### src/rtl/multicycle_control_unit_if.sv
// Control bundle between the instruction register/memory side and the multi-cycle datapath.
// master = control unit (drives the datapath controls), slave = datapath/IR side.
interface multicycle_control_unit_if #(
    parameter int OPCODE_W = 6,
    parameter int FUNCT_W  = 6,
    parameter int ALU_OP_W = 4,
    parameter int CNT_W    = 32
);
    logic [OPCODE_W-1:0] opcode;
    logic [FUNCT_W-1:0]  funct;
    logic                mem_ready;
    logic                pc_write;
    logic                pc_write_cond;
    logic                branch_ne;
    logic [1:0]          pc_source;
    logic                i_or_d;
    logic                mem_read;
    logic                mem_write;
    logic                ir_write;
    logic                reg_dst;
    logic                mem_to_reg;
    logic                reg_write;
    logic                alu_src_a;
    logic [1:0]          alu_src_b;
    logic                ext_zero;
    logic [ALU_OP_W-1:0] alu_op;
    logic                illegal;
    logic [3:0]          state;
    logic [CNT_W-1:0]    instr_count;

    modport master (
        input  opcode, funct, mem_ready,
        output pc_write, pc_write_cond, branch_ne, pc_source, i_or_d,
               mem_read, mem_write, ir_write, reg_dst, mem_to_reg, reg_write,
               alu_src_a, alu_src_b, ext_zero, alu_op, illegal, state, instr_count
    );

    modport slave (
        output opcode, funct, mem_ready,
        input  pc_write, pc_write_cond, branch_ne, pc_source, i_or_d,
               mem_read, mem_write, ir_write, reg_dst, mem_to_reg, reg_write,
               alu_src_a, alu_src_b, ext_zero, alu_op, illegal, state, instr_count
    );
endinterface

### src/rtl/multicycle_control_unit.sv
// Multi-cycle MIPS control FSM with illegal-op trap and retired-instruction counter; MC_BNE_EN adds bne.
// Latency: 3 cycles (beq/j/trap), 4 (R-type/addi/ori/sw), 5 (lw), plus stall cycles.
// Backpressure: mem_ready=0 holds FETCH, MEM_RD and MEM_WR with memory controls stable.
module multicycle_control_unit #(
    parameter int OPCODE_W = 6,
    parameter int FUNCT_W  = 6,
    parameter int ALU_OP_W = 4,
    parameter int CNT_W    = 32
) (
    input  logic                      clk,
    input  logic                      rst_n,
    multicycle_control_unit_if.master bus
);
    typedef enum logic [3:0] {
        ST_FETCH    = 4'd0,
        ST_DECODE   = 4'd1,
        ST_MEM_ADDR = 4'd2,
        ST_MEM_RD   = 4'd3,
        ST_MEM_WB   = 4'd4,
        ST_MEM_WR   = 4'd5,
        ST_EXEC     = 4'd6,
        ST_R_WB     = 4'd7,
        ST_BRANCH   = 4'd8,
        ST_JUMP     = 4'd9,
        ST_I_EXEC   = 4'd10,
        ST_I_WB     = 4'd11,
        ST_TRAP     = 4'd12
    } state_t;

    localparam logic [OPCODE_W-1:0] OP_RTYPE = OPCODE_W'(6'b000000);
    localparam logic [OPCODE_W-1:0] OP_ADDI  = OPCODE_W'(6'b001000);
    localparam logic [OPCODE_W-1:0] OP_ORI   = OPCODE_W'(6'b001101);
    localparam logic [OPCODE_W-1:0] OP_LW    = OPCODE_W'(6'b100011);
    localparam logic [OPCODE_W-1:0] OP_SW    = OPCODE_W'(6'b101011);
    localparam logic [OPCODE_W-1:0] OP_BEQ   = OPCODE_W'(6'b000100);
    localparam logic [OPCODE_W-1:0] OP_J     = OPCODE_W'(6'b000010);
`ifdef MC_BNE_EN
    localparam logic [OPCODE_W-1:0] OP_BNE   = OPCODE_W'(6'b000101);
`endif

    localparam logic [FUNCT_W-1:0] FN_ADD = FUNCT_W'(6'b100000);
    localparam logic [FUNCT_W-1:0] FN_SUB = FUNCT_W'(6'b100010);
    localparam logic [FUNCT_W-1:0] FN_AND = FUNCT_W'(6'b100100);
    localparam logic [FUNCT_W-1:0] FN_OR  = FUNCT_W'(6'b100101);

    localparam logic [ALU_OP_W-1:0] ALU_AND = ALU_OP_W'(4'b0000);
    localparam logic [ALU_OP_W-1:0] ALU_OR  = ALU_OP_W'(4'b0001);
    localparam logic [ALU_OP_W-1:0] ALU_ADD = ALU_OP_W'(4'b0010);
    localparam logic [ALU_OP_W-1:0] ALU_SUB = ALU_OP_W'(4'b0110);
    localparam logic [ALU_OP_W-1:0] ALU_DEF = ALU_OP_W'(4'b1111);

    state_t              state_q, next_state;
    logic [CNT_W-1:0]    cnt_q;
    logic                retire;
    logic                funct_ok;
    logic [ALU_OP_W-1:0] r_alu_op;

    logic                pc_write_c, pc_write_cond_c, branch_ne_c, i_or_d_c;
    logic                mem_read_c, mem_write_c, ir_write_c;
    logic                reg_dst_c, mem_to_reg_c, reg_write_c;
    logic                alu_src_a_c, ext_zero_c, illegal_c;
    logic [1:0]          pc_source_c, alu_src_b_c;
    logic [ALU_OP_W-1:0] alu_op_c;

    always_ff @(posedge clk) begin
        if (!rst_n) begin
            state_q <= ST_FETCH;
            cnt_q   <= '0;
        end else begin
            state_q <= next_state;
            if (retire) cnt_q <= cnt_q + CNT_W'(1);
        end
    end

    always_comb begin
        funct_ok = 1'b1;
        r_alu_op = ALU_DEF;
        case (bus.funct)
            FN_ADD:  r_alu_op = ALU_ADD;
            FN_SUB:  r_alu_op = ALU_SUB;
            FN_AND:  r_alu_op = ALU_AND;
            FN_OR:   r_alu_op = ALU_OR;
            default: funct_ok = 1'b0;
        endcase
    end

    always_comb begin
        next_state      = state_q;
        pc_write_c      = 1'b0;
        pc_write_cond_c = 1'b0;
        branch_ne_c     = 1'b0;
        pc_source_c     = 2'b00;
        i_or_d_c        = 1'b0;
        mem_read_c      = 1'b0;
        mem_write_c     = 1'b0;
        ir_write_c      = 1'b0;
        reg_dst_c       = 1'b0;
        mem_to_reg_c    = 1'b0;
        reg_write_c     = 1'b0;
        alu_src_a_c     = 1'b0;
        alu_src_b_c     = 2'b00;
        ext_zero_c      = 1'b0;
        alu_op_c        = ALU_DEF;
        illegal_c       = 1'b0;
        case (state_q)
            ST_FETCH: begin
                mem_read_c  = 1'b1;
                alu_src_b_c = 2'b01;
                alu_op_c    = ALU_ADD;
                if (bus.mem_ready) begin
                    ir_write_c = 1'b1;
                    pc_write_c = 1'b1;
                    next_state = ST_DECODE;
                end
            end
            ST_DECODE: begin
                alu_src_b_c = 2'b11;
                alu_op_c    = ALU_ADD;
                case (bus.opcode)
                    OP_RTYPE:      next_state = funct_ok ? ST_EXEC : ST_TRAP;
                    OP_ADDI,
                    OP_ORI:        next_state = ST_I_EXEC;
                    OP_LW,
                    OP_SW:         next_state = ST_MEM_ADDR;
                    OP_BEQ:        next_state = ST_BRANCH;
`ifdef MC_BNE_EN
                    OP_BNE:        next_state = ST_BRANCH;
`endif
                    OP_J:          next_state = ST_JUMP;
                    default:       next_state = ST_TRAP;
                endcase
            end
            ST_MEM_ADDR: begin
                alu_src_a_c = 1'b1;
                alu_src_b_c = 2'b10;
                alu_op_c    = ALU_ADD;
                next_state  = (bus.opcode == OP_LW) ? ST_MEM_RD : ST_MEM_WR;
            end
            ST_MEM_RD: begin
                mem_read_c = 1'b1;
                i_or_d_c   = 1'b1;
                if (bus.mem_ready) next_state = ST_MEM_WB;
            end
            ST_MEM_WB: begin
                reg_write_c  = 1'b1;
                mem_to_reg_c = 1'b1;
                next_state   = ST_FETCH;
            end
            ST_MEM_WR: begin
                mem_write_c = 1'b1;
                i_or_d_c    = 1'b1;
                if (bus.mem_ready) next_state = ST_FETCH;
            end
            ST_EXEC: begin
                alu_src_a_c = 1'b1;
                alu_op_c    = r_alu_op;
                next_state  = ST_R_WB;
            end
            ST_R_WB: begin
                reg_write_c = 1'b1;
                reg_dst_c   = 1'b1;
                next_state  = ST_FETCH;
            end
            ST_I_EXEC: begin
                alu_src_a_c = 1'b1;
                alu_src_b_c = 2'b10;
                if (bus.opcode == OP_ORI) begin
                    alu_op_c   = ALU_OR;
                    ext_zero_c = 1'b1;
                end else begin
                    alu_op_c   = ALU_ADD;
                end
                next_state = ST_I_WB;
            end
            ST_I_WB: begin
                reg_write_c = 1'b1;
                next_state  = ST_FETCH;
            end
            ST_BRANCH: begin
                alu_src_a_c     = 1'b1;
                alu_op_c        = ALU_SUB;
                pc_write_cond_c = 1'b1;
                pc_source_c     = 2'b01;
`ifdef MC_BNE_EN
                branch_ne_c     = (bus.opcode == OP_BNE);
`endif
                next_state      = ST_FETCH;
            end
            ST_JUMP: begin
                pc_write_c  = 1'b1;
                pc_source_c = 2'b10;
                next_state  = ST_FETCH;
            end
            ST_TRAP: begin
                illegal_c  = 1'b1;
                next_state = ST_FETCH;
            end
            default: next_state = ST_FETCH;
        endcase
    end

    // TRAP returning to FETCH is deliberately excluded: a skipped instruction never retires.
    assign retire = (next_state == ST_FETCH) &&
                    (state_q inside {ST_MEM_WB, ST_MEM_WR, ST_R_WB, ST_I_WB, ST_BRANCH, ST_JUMP});

    assign bus.pc_write      = rst_n & pc_write_c;
    assign bus.pc_write_cond = rst_n & pc_write_cond_c;
    assign bus.branch_ne     = rst_n & branch_ne_c;
    assign bus.pc_source     = rst_n ? pc_source_c : 2'b00;
    assign bus.i_or_d        = rst_n & i_or_d_c;
    assign bus.mem_read      = rst_n & mem_read_c;
    assign bus.mem_write     = rst_n & mem_write_c;
    assign bus.ir_write      = rst_n & ir_write_c;
    assign bus.reg_dst       = rst_n & reg_dst_c;
    assign bus.mem_to_reg    = rst_n & mem_to_reg_c;
    assign bus.reg_write     = rst_n & reg_write_c;
    assign bus.alu_src_a     = rst_n & alu_src_a_c;
    assign bus.alu_src_b     = rst_n ? alu_src_b_c : 2'b00;
    assign bus.ext_zero      = rst_n & ext_zero_c;
    assign bus.alu_op        = rst_n ? alu_op_c : '0;
    assign bus.illegal       = rst_n & illegal_c;
    assign bus.state         = rst_n ? state_q : ST_FETCH;
    assign bus.instr_count   = rst_n ? cnt_q : '0;
endmodule
### src/flat_wrapper.sv
// flat-port wrapper written by rule: the top's interface ports become plain ports
module multicycle_control_unit_flat 
#(
    parameter int OPCODE_W = 6,
    parameter int FUNCT_W  = 6,
    parameter int ALU_OP_W = 4,
    parameter int CNT_W    = 32
)
  (clk, rst_n, bus_opcode, bus_funct, bus_mem_ready, bus_pc_write, bus_pc_write_cond, bus_branch_ne, bus_pc_source, bus_i_or_d, bus_mem_read, bus_mem_write, bus_ir_write, bus_reg_dst, bus_mem_to_reg, bus_reg_write, bus_alu_src_a, bus_alu_src_b, bus_ext_zero, bus_alu_op, bus_illegal, bus_state, bus_instr_count);
  multicycle_control_unit_if #(.OPCODE_W(OPCODE_W), .FUNCT_W(FUNCT_W), .ALU_OP_W(ALU_OP_W), .CNT_W(CNT_W)) bus_i ();
  input  logic clk;
  input  logic rst_n;
  input wire logic [$bits(bus_i.opcode)-1:0] bus_opcode;
  input wire logic [$bits(bus_i.funct)-1:0] bus_funct;
  input wire logic [$bits(bus_i.mem_ready)-1:0] bus_mem_ready;
  output wire logic [$bits(bus_i.pc_write)-1:0] bus_pc_write;
  output wire logic [$bits(bus_i.pc_write_cond)-1:0] bus_pc_write_cond;
  output wire logic [$bits(bus_i.branch_ne)-1:0] bus_branch_ne;
  output wire logic [$bits(bus_i.pc_source)-1:0] bus_pc_source;
  output wire logic [$bits(bus_i.i_or_d)-1:0] bus_i_or_d;
  output wire logic [$bits(bus_i.mem_read)-1:0] bus_mem_read;
  output wire logic [$bits(bus_i.mem_write)-1:0] bus_mem_write;
  output wire logic [$bits(bus_i.ir_write)-1:0] bus_ir_write;
  output wire logic [$bits(bus_i.reg_dst)-1:0] bus_reg_dst;
  output wire logic [$bits(bus_i.mem_to_reg)-1:0] bus_mem_to_reg;
  output wire logic [$bits(bus_i.reg_write)-1:0] bus_reg_write;
  output wire logic [$bits(bus_i.alu_src_a)-1:0] bus_alu_src_a;
  output wire logic [$bits(bus_i.alu_src_b)-1:0] bus_alu_src_b;
  output wire logic [$bits(bus_i.ext_zero)-1:0] bus_ext_zero;
  output wire logic [$bits(bus_i.alu_op)-1:0] bus_alu_op;
  output wire logic [$bits(bus_i.illegal)-1:0] bus_illegal;
  output wire logic [$bits(bus_i.state)-1:0] bus_state;
  output wire logic [$bits(bus_i.instr_count)-1:0] bus_instr_count;
  assign bus_i.opcode = bus_opcode;
  assign bus_i.funct = bus_funct;
  assign bus_i.mem_ready = bus_mem_ready;
  assign bus_pc_write = bus_i.pc_write;
  assign bus_pc_write_cond = bus_i.pc_write_cond;
  assign bus_branch_ne = bus_i.branch_ne;
  assign bus_pc_source = bus_i.pc_source;
  assign bus_i_or_d = bus_i.i_or_d;
  assign bus_mem_read = bus_i.mem_read;
  assign bus_mem_write = bus_i.mem_write;
  assign bus_ir_write = bus_i.ir_write;
  assign bus_reg_dst = bus_i.reg_dst;
  assign bus_mem_to_reg = bus_i.mem_to_reg;
  assign bus_reg_write = bus_i.reg_write;
  assign bus_alu_src_a = bus_i.alu_src_a;
  assign bus_alu_src_b = bus_i.alu_src_b;
  assign bus_ext_zero = bus_i.ext_zero;
  assign bus_alu_op = bus_i.alu_op;
  assign bus_illegal = bus_i.illegal;
  assign bus_state = bus_i.state;
  assign bus_instr_count = bus_i.instr_count;
  multicycle_control_unit #(.OPCODE_W(OPCODE_W), .FUNCT_W(FUNCT_W), .ALU_OP_W(ALU_OP_W), .CNT_W(CNT_W)) u_core (.clk(clk), .rst_n(rst_n), .bus(bus_i));
endmodule
### config.mk
export PLATFORM = sky130hd
export DESIGN_NAME = multicycle_control_unit_flat
export DESIGN_NICKNAME = d
export VERILOG_FILES = /design/src/rtl/multicycle_control_unit_if.sv /design/src/rtl/multicycle_control_unit.sv /design/src/flat_wrapper.sv
export SDC_FILE = /design/constraint.sdc
export NUM_CORES = 1
export LEC_CHECK = 0
export ABC_AREA = 1
export BUFFER_PORTS_ARGS = -buffer_cell sky130_fd_sc_hd__buf_2
export CAP_MARGIN = 20
export CORE_UTILIZATION = 33
export DETAILED_ROUTE_END_ITERATION = 7
export MAX_ROUTING_LAYER = met4
export SYNTH_ARGS = -nofsm -noshare
export SYNTH_HDL_FRONTEND = slang
export SYNTH_SLANG_ARGS = --single-unit
### constraint.sdc
create_clock -name clk -period 2.2 [get_ports clk]
set_input_delay 0.44 -clock clk [delete_from_list [all_inputs] [get_ports clk]]
set_output_delay 0.44 -clock clk [all_outputs]
set_load 0.01 [all_outputs]
# After elaboration in Yosys (flattened, before gate mapping)

Cells that the tools add are included.

Output and inout port bits: 57
Bits of input ports: 15
Bits in registers: 36

Bitwise operators: 12
Reduce and logical (&&, ||, !) cells: 14
Equal/unequal tests: 22
$add $sub $neg: 1
Muxes and demuxes: 32

Operators with widths:

| kind                  | number |
|---|---|
| $eq 6x6->1 const B    | 6 |
| $add 32x1->32 const B | 1 |
| $mux 32               | 1 |
| $pmux 4 s4            | 2 |
| $pmux 4 s7            | 1 |
| $mux 4                | 6 |
| $eq 4x4->1 const B    | 5 |
| $pmux 4 s5            | 1 |
| $eq 4x3->1 const B    | 4 |
| $mux 1                | 14 |
| $and 1x1->1           | 12 |
| $eq 6x4->1 const B    | 2 |
| $reduce_or 2->1       | 5 |
| $eq 4x2->1 const B    | 2 |
| $logic_not 4->1       | 2 |
| $reduce_or 4->1       | 2 |
| $eq 6x2->1 const B    | 1 |
| $eq 6x3->1 const B    | 1 |
| $logic_not 6->1       | 1 |
| $mux 2                | 3 |
| $pmux 2 s3            | 1 |
| $reduce_bool 6->1     | 1 |
| $reduce_or 3->1       | 2 |
| $eq 4x1->1 const B    | 1 |
| 4 further kinds       | 4 |

# Longest topological paths before layout

Gate-level depths: netlist (run 1).

Depth after elaboration: 8
Mapped depth: 10
Mapped depth without buffers: 10

# Worst setup path after synthesis (run 1)

No wires, ideal clock.

Path type: flip-flop to output port
Start: register u_core.state_q[2]
End: output bus_alu_op[2]
Setup slack: 0.498 ns
Buffers on the path: 0
Data arrival time: 1.262 ns
Stages on the path, launching flop included: 7
Cell sequence: dfxtp_1 -> inv_2 -> nor2_4 -> nand2_1 -> nor2_1 -> o21ai_0 -> a31oi_1

Longest elaborated chain between the ends: 4
Elaborated cells between the ends (all ways): 9

RTL lines:

| item                               | line                           | RTL |
|---|---|---|
| start, declared                    | multicycle_control_unit.sv:52  | `state_t state_q, next_state;` |
| start signal, assigned             | multicycle_control_unit.sv:70  | `state_q <= next_state;` |
| $eq 4x2->1 (tied with other cells) | multicycle_control_unit.sv:105 | `case (state_q)` |
| $reduce_or 3->1 (no line)          | n/a                            |  |
| $pmux 4 s4 (*)                     | multicycle_control_unit.sv:105 |  |
| $mux 4 (*)                         | multicycle_control_unit.sv:220 | `assign bus.alu_op = rst_n ? alu_op_c : '0;` |
| end, declared                      | flat_wrapper.sv:30             | `output wire logic [$bits(bus_i.alu_op)-1:0] bus_alu_op;` |

Every way passes the cells marked *; elsewhere a longest branch is shown, timed or not.

# Final worst setup path (run 1)

Start: register u_core.state_q[2]
End: output bus_alu_op[0]

The elaborated chain is that of the path after synthesis.

==> results of run 1 <==
## cells by family after synthesis
group | share of synthesized area (%)
XOR/XNOR | 3.40
buffers and inverters | 13.3
flip-flops | 23.3
other | 0.121
AO/OA/AOI/OAI | 9.32
AND/OR/NAND/NOR | 50.1
adder cells (fa/ha/maj) | 0.405
## per-stage QoR
stage / instance area [sq um] / total power, mW
global route: 3710 / 1.60
finish: 3710 / 1.52
floorplan: 3090 / 0.847
detailed placement: 3540 / 0.912
CTS: 3650 / 1.53
global placement: 3540 / 0.913
## layout by cell type (no fill, tap or decap), drive strengths merged
cell type  Yosys  final
a211oi         1      1
a21oi         43     43
a31oi          3      3
buf            9     82
bufinv         0      1
clkbuf         8      5
clkinv         0      1
clkinvlp       0      1
conb           1      1
dfxtp         36     36
ha             1      1
inv           83     83
nand2        234    234
nand3         28     28
nand3b         4      4
nand4          7      7
nor2          89     89
nor3           4      4
nor4           1      1
o2111ai        1      1
o211ai         1      1
o21ai          6      6
xnor2          3      3
xor2           9      9
## synthesized netlist by cell type (all sizes together)
cell type | instances | area (sq um)
dfxtp | 36 | 721
ha | 1 | 12.5
nor3 | 4 | 20.0
conb | 1 | 3.75
nand2 | 234 | 901
nand4 | 7 | 43.8
a21oi | 43 | 215
a31oi | 3 | 18.8
nor2 | 89 | 378
xnor2 | 3 | 26.3
o211ai | 1 | 7.51
clkbuf | 8 | 30.0
nor4 | 1 | 6.26
o21ai | 6 | 30.0
xor2 | 9 | 78.8
buf | 9 | 68.8
nand3b | 4 | 30.0
a211oi | 1 | 7.51
inv | 83 | 312
o2111ai | 1 | 8.76
nand3 | 28 | 170
## path summary, 6_finish.rpt
path	startpoint	endpoint	slack, ns
worst max-delay path	u_core.state_q[2]	bus_alu_op[0]	0.17
worst max register to register	u_core.state_q[2]	u_core.cnt_q[1]	0.39
worst min-delay path	u_core.cnt_q[31]	u_core.cnt_q[31]	0.52
worst min register to register	u_core.cnt_q[31]	u_core.cnt_q[31]	0.52
## per-layer routing
metal | vias to the layer above | global-route usage, % | share of wire (%)
li1 | 1888 | - | -
met1 | 1603 | 26.8 | 49
met2 | 110 | 33.0 | 45
met4 | 0 | 5.40 | 1.0
met5 | - | - | 0
met3 | 6 | 3.12 | 4.1
## power by group through the flow
stage / Sequential [mW] / Combinational, mW / Clock, mW
2_1_floorplan: 0.680 / 0.167 / 0
3_3_place_gp: 0.681 / 0.232 / 0
3_5_place_dp: 0.681 / 0.230 / 0
4_1_cts: 0.666 / 0.232 / 0.634
5_1_grt: 0.667 / 0.266 / 0.666
6_report: 0.665 / 0.237 / 0.614
## worst max-delay path: stages (launching register included)
cell and delay [ns]:
dfxtp_4 0.38, inv_2 0.07, nor2_4 0.17, nand2_4 0.10, o211ai_1 0.17, o2111ai_1 0.16
nand2_1 0.08, inv_1 0.03, buf_2 0.12
## what timing repair did
item                                    CTS  global route
endpoints found under the hold margin     0             0
setup buffers                             0             4
endpoints found under the setup margin    3             5
pin swaps                                 1             3
resized for setup                         4            10
## final cells by class
class	instances	area [sq um]
clock buffers	5	68.8
repair buffers	82	440
multi-input cells	436	1980
well taps	108	135
fillers	976	5180
inverters	83	312
flip-flops and latches	36	731
clock inverters	3	42.5
## registers in the layout, indices dropped and copies added, names as in the netlist
register        flops
u_core.state_q      4
u_core.cnt_q       32
==> results.json, run 1 <==
{
  "hold_ws_ns": 0.517,
  "layout_min_cycle_time_ns": 2.03,
  "core_area_sq_um": 8890,
  "io_pins": 72,
  "final_max_slew_viol_count": 0,
  "clockBufferDepth": 2,
  "yosysUniqueCellTypes": 32,
  "first_global_vias": 3290,
  "cts_tree": "yes",
  "grt_remaining_overflow": 0,
  "viasPerCell": 4.79,
  "cts_inserted_buffers": 5,
  "end_kind": "output pin",
  "hold_viol": 0,
  "status": "finished clean",
  "fin_tns_setup_ns": 0,
  "final_antenna_net_count": 0,
  "gr-usage-all-layers_pct": 20.5,
  "num_vias": 3607,
  "drc": 0,
  "wl_per_cell_microns": 12.2,
  "timing.fmax_mhz": 492,
  "fin_worst_skew_ns": 0.00680,
  "timing.final.crit_share_pct": 92.4,
  "max-cap-violations": 0,
  "grt_pass1_wl_microns": 15800,
  "place_ws_ns": 0.278,
  "grt_max_degree": 33,
  "crit_fanout": 6,
  "syn_avg_cell_area_sq_um": 5.40,
  "finalWorstSetupSlack_ns": 0.167,
  "drt_iter0_drc": 160,
  "syn_inst": 572,
  "antenna_found_initial": 0,
  "p_per_area_nw_per_um2": 409,
  "cp-start-kind": "register",
  "vdd_drop_max_v": 0.000206,
  "root_buffer": "clkbuf_8",
  "drive_above_1_share_pct": 18.4,
  "hpwlAfterDp_microns": 7070,
  "synth_area_sq_um": 3090,
  "rows": 34,
  "cts_sinks": 36,
  "fin_cells": 753,
  "antenna_cells": 0,
  "die_w_microns": 98.8,
  "gp_congestion": 0.924,
  "crit_arrival_ns": 1.59,
  "hold_depth": 2,
  "syn2layout_area_growth_pct": 20.0,
  "power_frac_comb_pct": 15.7,
  "internal_power_mw": 1.07,
  "ys_seq_area_share_pct": 23.3,
  "die_h_microns": 98.8,
  "ys_ff_latch": 36,
  "initial_core_util_pct": 34.7,
  "place_inst": 741,
  "fin_nets": 660,
  "hp-class": "reg -> reg",
  "worstSkewPairLatency_ns": 0.30,
  "port_buffers": 70,
  "cp_data_required_time_ns": 1.76,
  "cts_hold_buf": 0,
  "leakage_nw": 1.88,
  "yosys_warnings": 0,
  "setup_violations": 0,
  "seq_power_share_pct": 43.9,
  "p_sw_mw": 0.451,
  "cts.htree.levels": 2,
  "pwr-share-clk_pct": 40.5,
  "clk_pin_slew_worst_paths_ns": 0.08,
  "synthesis.nets": 588,
  "switching_share_pct": 29.8,
  "utilization_pct": 41.7,
  "design.die.area_sq_um": 9750,
  "routed_wl_microns": 9220,
  "dr.pass1.iters": 5,
  "path_class": "reg -> out",
  "r2r_cells": 9
}
No activity file was read; power rests on OpenSTA's default activity.
==> run 2, diff against run 1 <==
--- a/config.mk
+++ b/config.mk
@@ -11,6 +11,7 @@
 export CORE_UTILIZATION = 33
 export DETAILED_ROUTE_END_ITERATION = 7
 export MAX_ROUTING_LAYER = met4
+export REMOVE_ABC_BUFFERS = 1
 export SYNTH_ARGS = -nofsm -noshare
 export SYNTH_HDL_FRONTEND = slang
 export SYNTH_SLANG_ARGS = --single-unit
==> results.json, run 2 (synthesis gave the netlist of run 1 again) <==
{
  "status": "finished clean",
  "drc": 0,
  "routed_wl_microns": 8470,
  "die_w_microns": 98.8,
  "end_kind": "output pin",
  "clk_pin_slew_worst_paths_ns": 0.07,
  "hold_viol": 0,
  "timing.final.crit_share_pct": 96.3,
  "fin_nets": 653,
  "worstSkewPairLatency_ns": 0.29,
  "design.die.area_sq_um": 9750,
  "utilization_pct": 40.4,
  "rows": 34,
  "layout_min_cycle_time_ns": 2.12,
  "io_pins": 72,
  "setup_violations": 0,
  "wl_per_cell_microns": 11.4,
  "num_vias": 3488,
  "cts_inserted_buffers": 5,
  "antenna_cells": 0,
  "cts_hold_buf": 0,
  "gp_congestion": 0.884,
  "r2r_slack_ns": 0.42,
  "antenna_found_initial": 0,
  "cts.htree.levels": 2,
  "hp-class": "reg -> reg",
  "rsz0062_at_grt": "no",
  "clockBufferDepth": 2,
  "leakage_nw": 1.81,
  "grt_most_used_layer": "met2",
  "max-cap-violations": 0,
  "cts_sinks": 36,
  "met1_usage_pct": 24.1,
  "final_max_slew_viol_count": 0,
  "port_buffers": 70,
  "use_met2_pct": 29.2,
  "hpwlAfterDp_microns": 6620,
  "vdd_drop_max_v": 0.000177,
  "cp-start-kind": "register",
  "crit_fanout": 6,
  "path_class": "reg -> out",
  "viasPerCell": 4.69,
  "die_h_microns": 98.8,
  "initial_core_util_pct": 34.7,
  "core_area_sq_um": 8890,
  "drive_above_1_share_pct": 16.9,
  "grt_use_met3_pct": 2.70,
  "final_antenna_net_count": 0,
  "timing.fmax_mhz": 472,
  "first_global_vias": 3155,
  "grt_max_degree": 34,
  "root_buffer": "clkbuf_8",
  "dr.pass1.iters": 4,
  "fin_tns_setup_ns": 0,
  "largest_reg_flops": 32,
  "hold_ws_ns": 0.513,
  "cp_data_required_time_ns": 1.76,
  "p_per_area_nw_per_um2": 369,
  "top_regs": "u_core.cnt_q: 32 flops, u_core.state_q: 4 flops",
  "gr-usage-all-layers_pct": 18.3,
  "p_total_mw": 1.33,
  "grt_pass1_wl_microns": 14300,
  "syn2layout_area_growth_pct": 16.4,
  "drt_iter0_drc": 165,
  "layout_commonest_cell": "nand2_1",
  "fin_worst_skew_ns": 0.00481,
  "cts_tree": "yes",
  "grt_remaining_overflow": 0,
  "crit_arrival_ns": 1.68,
  "largest_register": "u_core.cnt_q",
  "most-common-layout-cells": "229 x nand2_1, 82 x nor2_1, 74 x inv_1, 70 x buf_2, 43 x a21oi_1"
}
-- run 2: changes by cell type in the layout (fill, tap and decap cells not counted), sizes merged --
cell	before	now
bufinv	1	0
clkinvlp	1	0
clkinv	1	0
buf	82	75
-- run 2: routing by layer --
layer / vias to the layer above / share of wire, %
li1: 1876 / -
met1: 1522 / 51
met2: 82 / 44
met3: 8 / 3.9
met4: 0 / 1.2
met5: - / 0
-- run 2: worst max-delay path, stage by stage, from the launching register on --
cell and delay, ns:
dfxtp_2 0.41, inv_2 0.09, nor2_4 0.14, nand2_2 0.12
o211ai_1 0.20, o2111ai_1 0.17, nand2_1 0.08, inv_1 0.03
buf_2 0.13
-- run 2: worst paths after layout --
| kind | from | to | depth (start not counted) |
|---|---|---|---|
| hold reg to reg | u_core.cnt_q[31] | u_core.cnt_q[31] | 2 |
| setup / recovery | u_core.state_q[2] | bus_alu_op[0] | 8 |
| setup reg to reg | u_core.state_q[0] | u_core.cnt_q[24] | 9 |
| hold / removal | u_core.cnt_q[31] | u_core.cnt_q[31] | 2 |
-- run 2: cell type report --
class,instances,area [sq um]
multi-input combinational,436,1970
clock buffer,5,68.8
fill,1008,5300
sequential,36,724
timing repair buffer,75,388
inverter,83,314
tap,108,135
-- run 2: through the flow --
step | cell area, sq um | cells | setup slack (ns)
finish | 3600 | 743 | 0.0817
global route | 3600 | 743 | 0.0138
CTS | 3590 | 743 | 0.00191
detailed placement | 3510 | 738 | 0.185
global placement | 3510 | 738 | 0.224
floorplan | 2990 | 555 | 0.498
-- run 2: report_power, final --
| group | switching [mW] | internal (mW) |
|---|---|---|
| clock network | 0.230 | 0.204 |
| registers | 0.00905 | 0.658 |
| logic | 0.159 | 0.0681 |
-- run 2: repair_timing --
item,4_1_cts,5_1_grt
resized for setup,4,5
pin swaps,1,1
buffers inserted,0,0
setup endpoints to repair,3,5
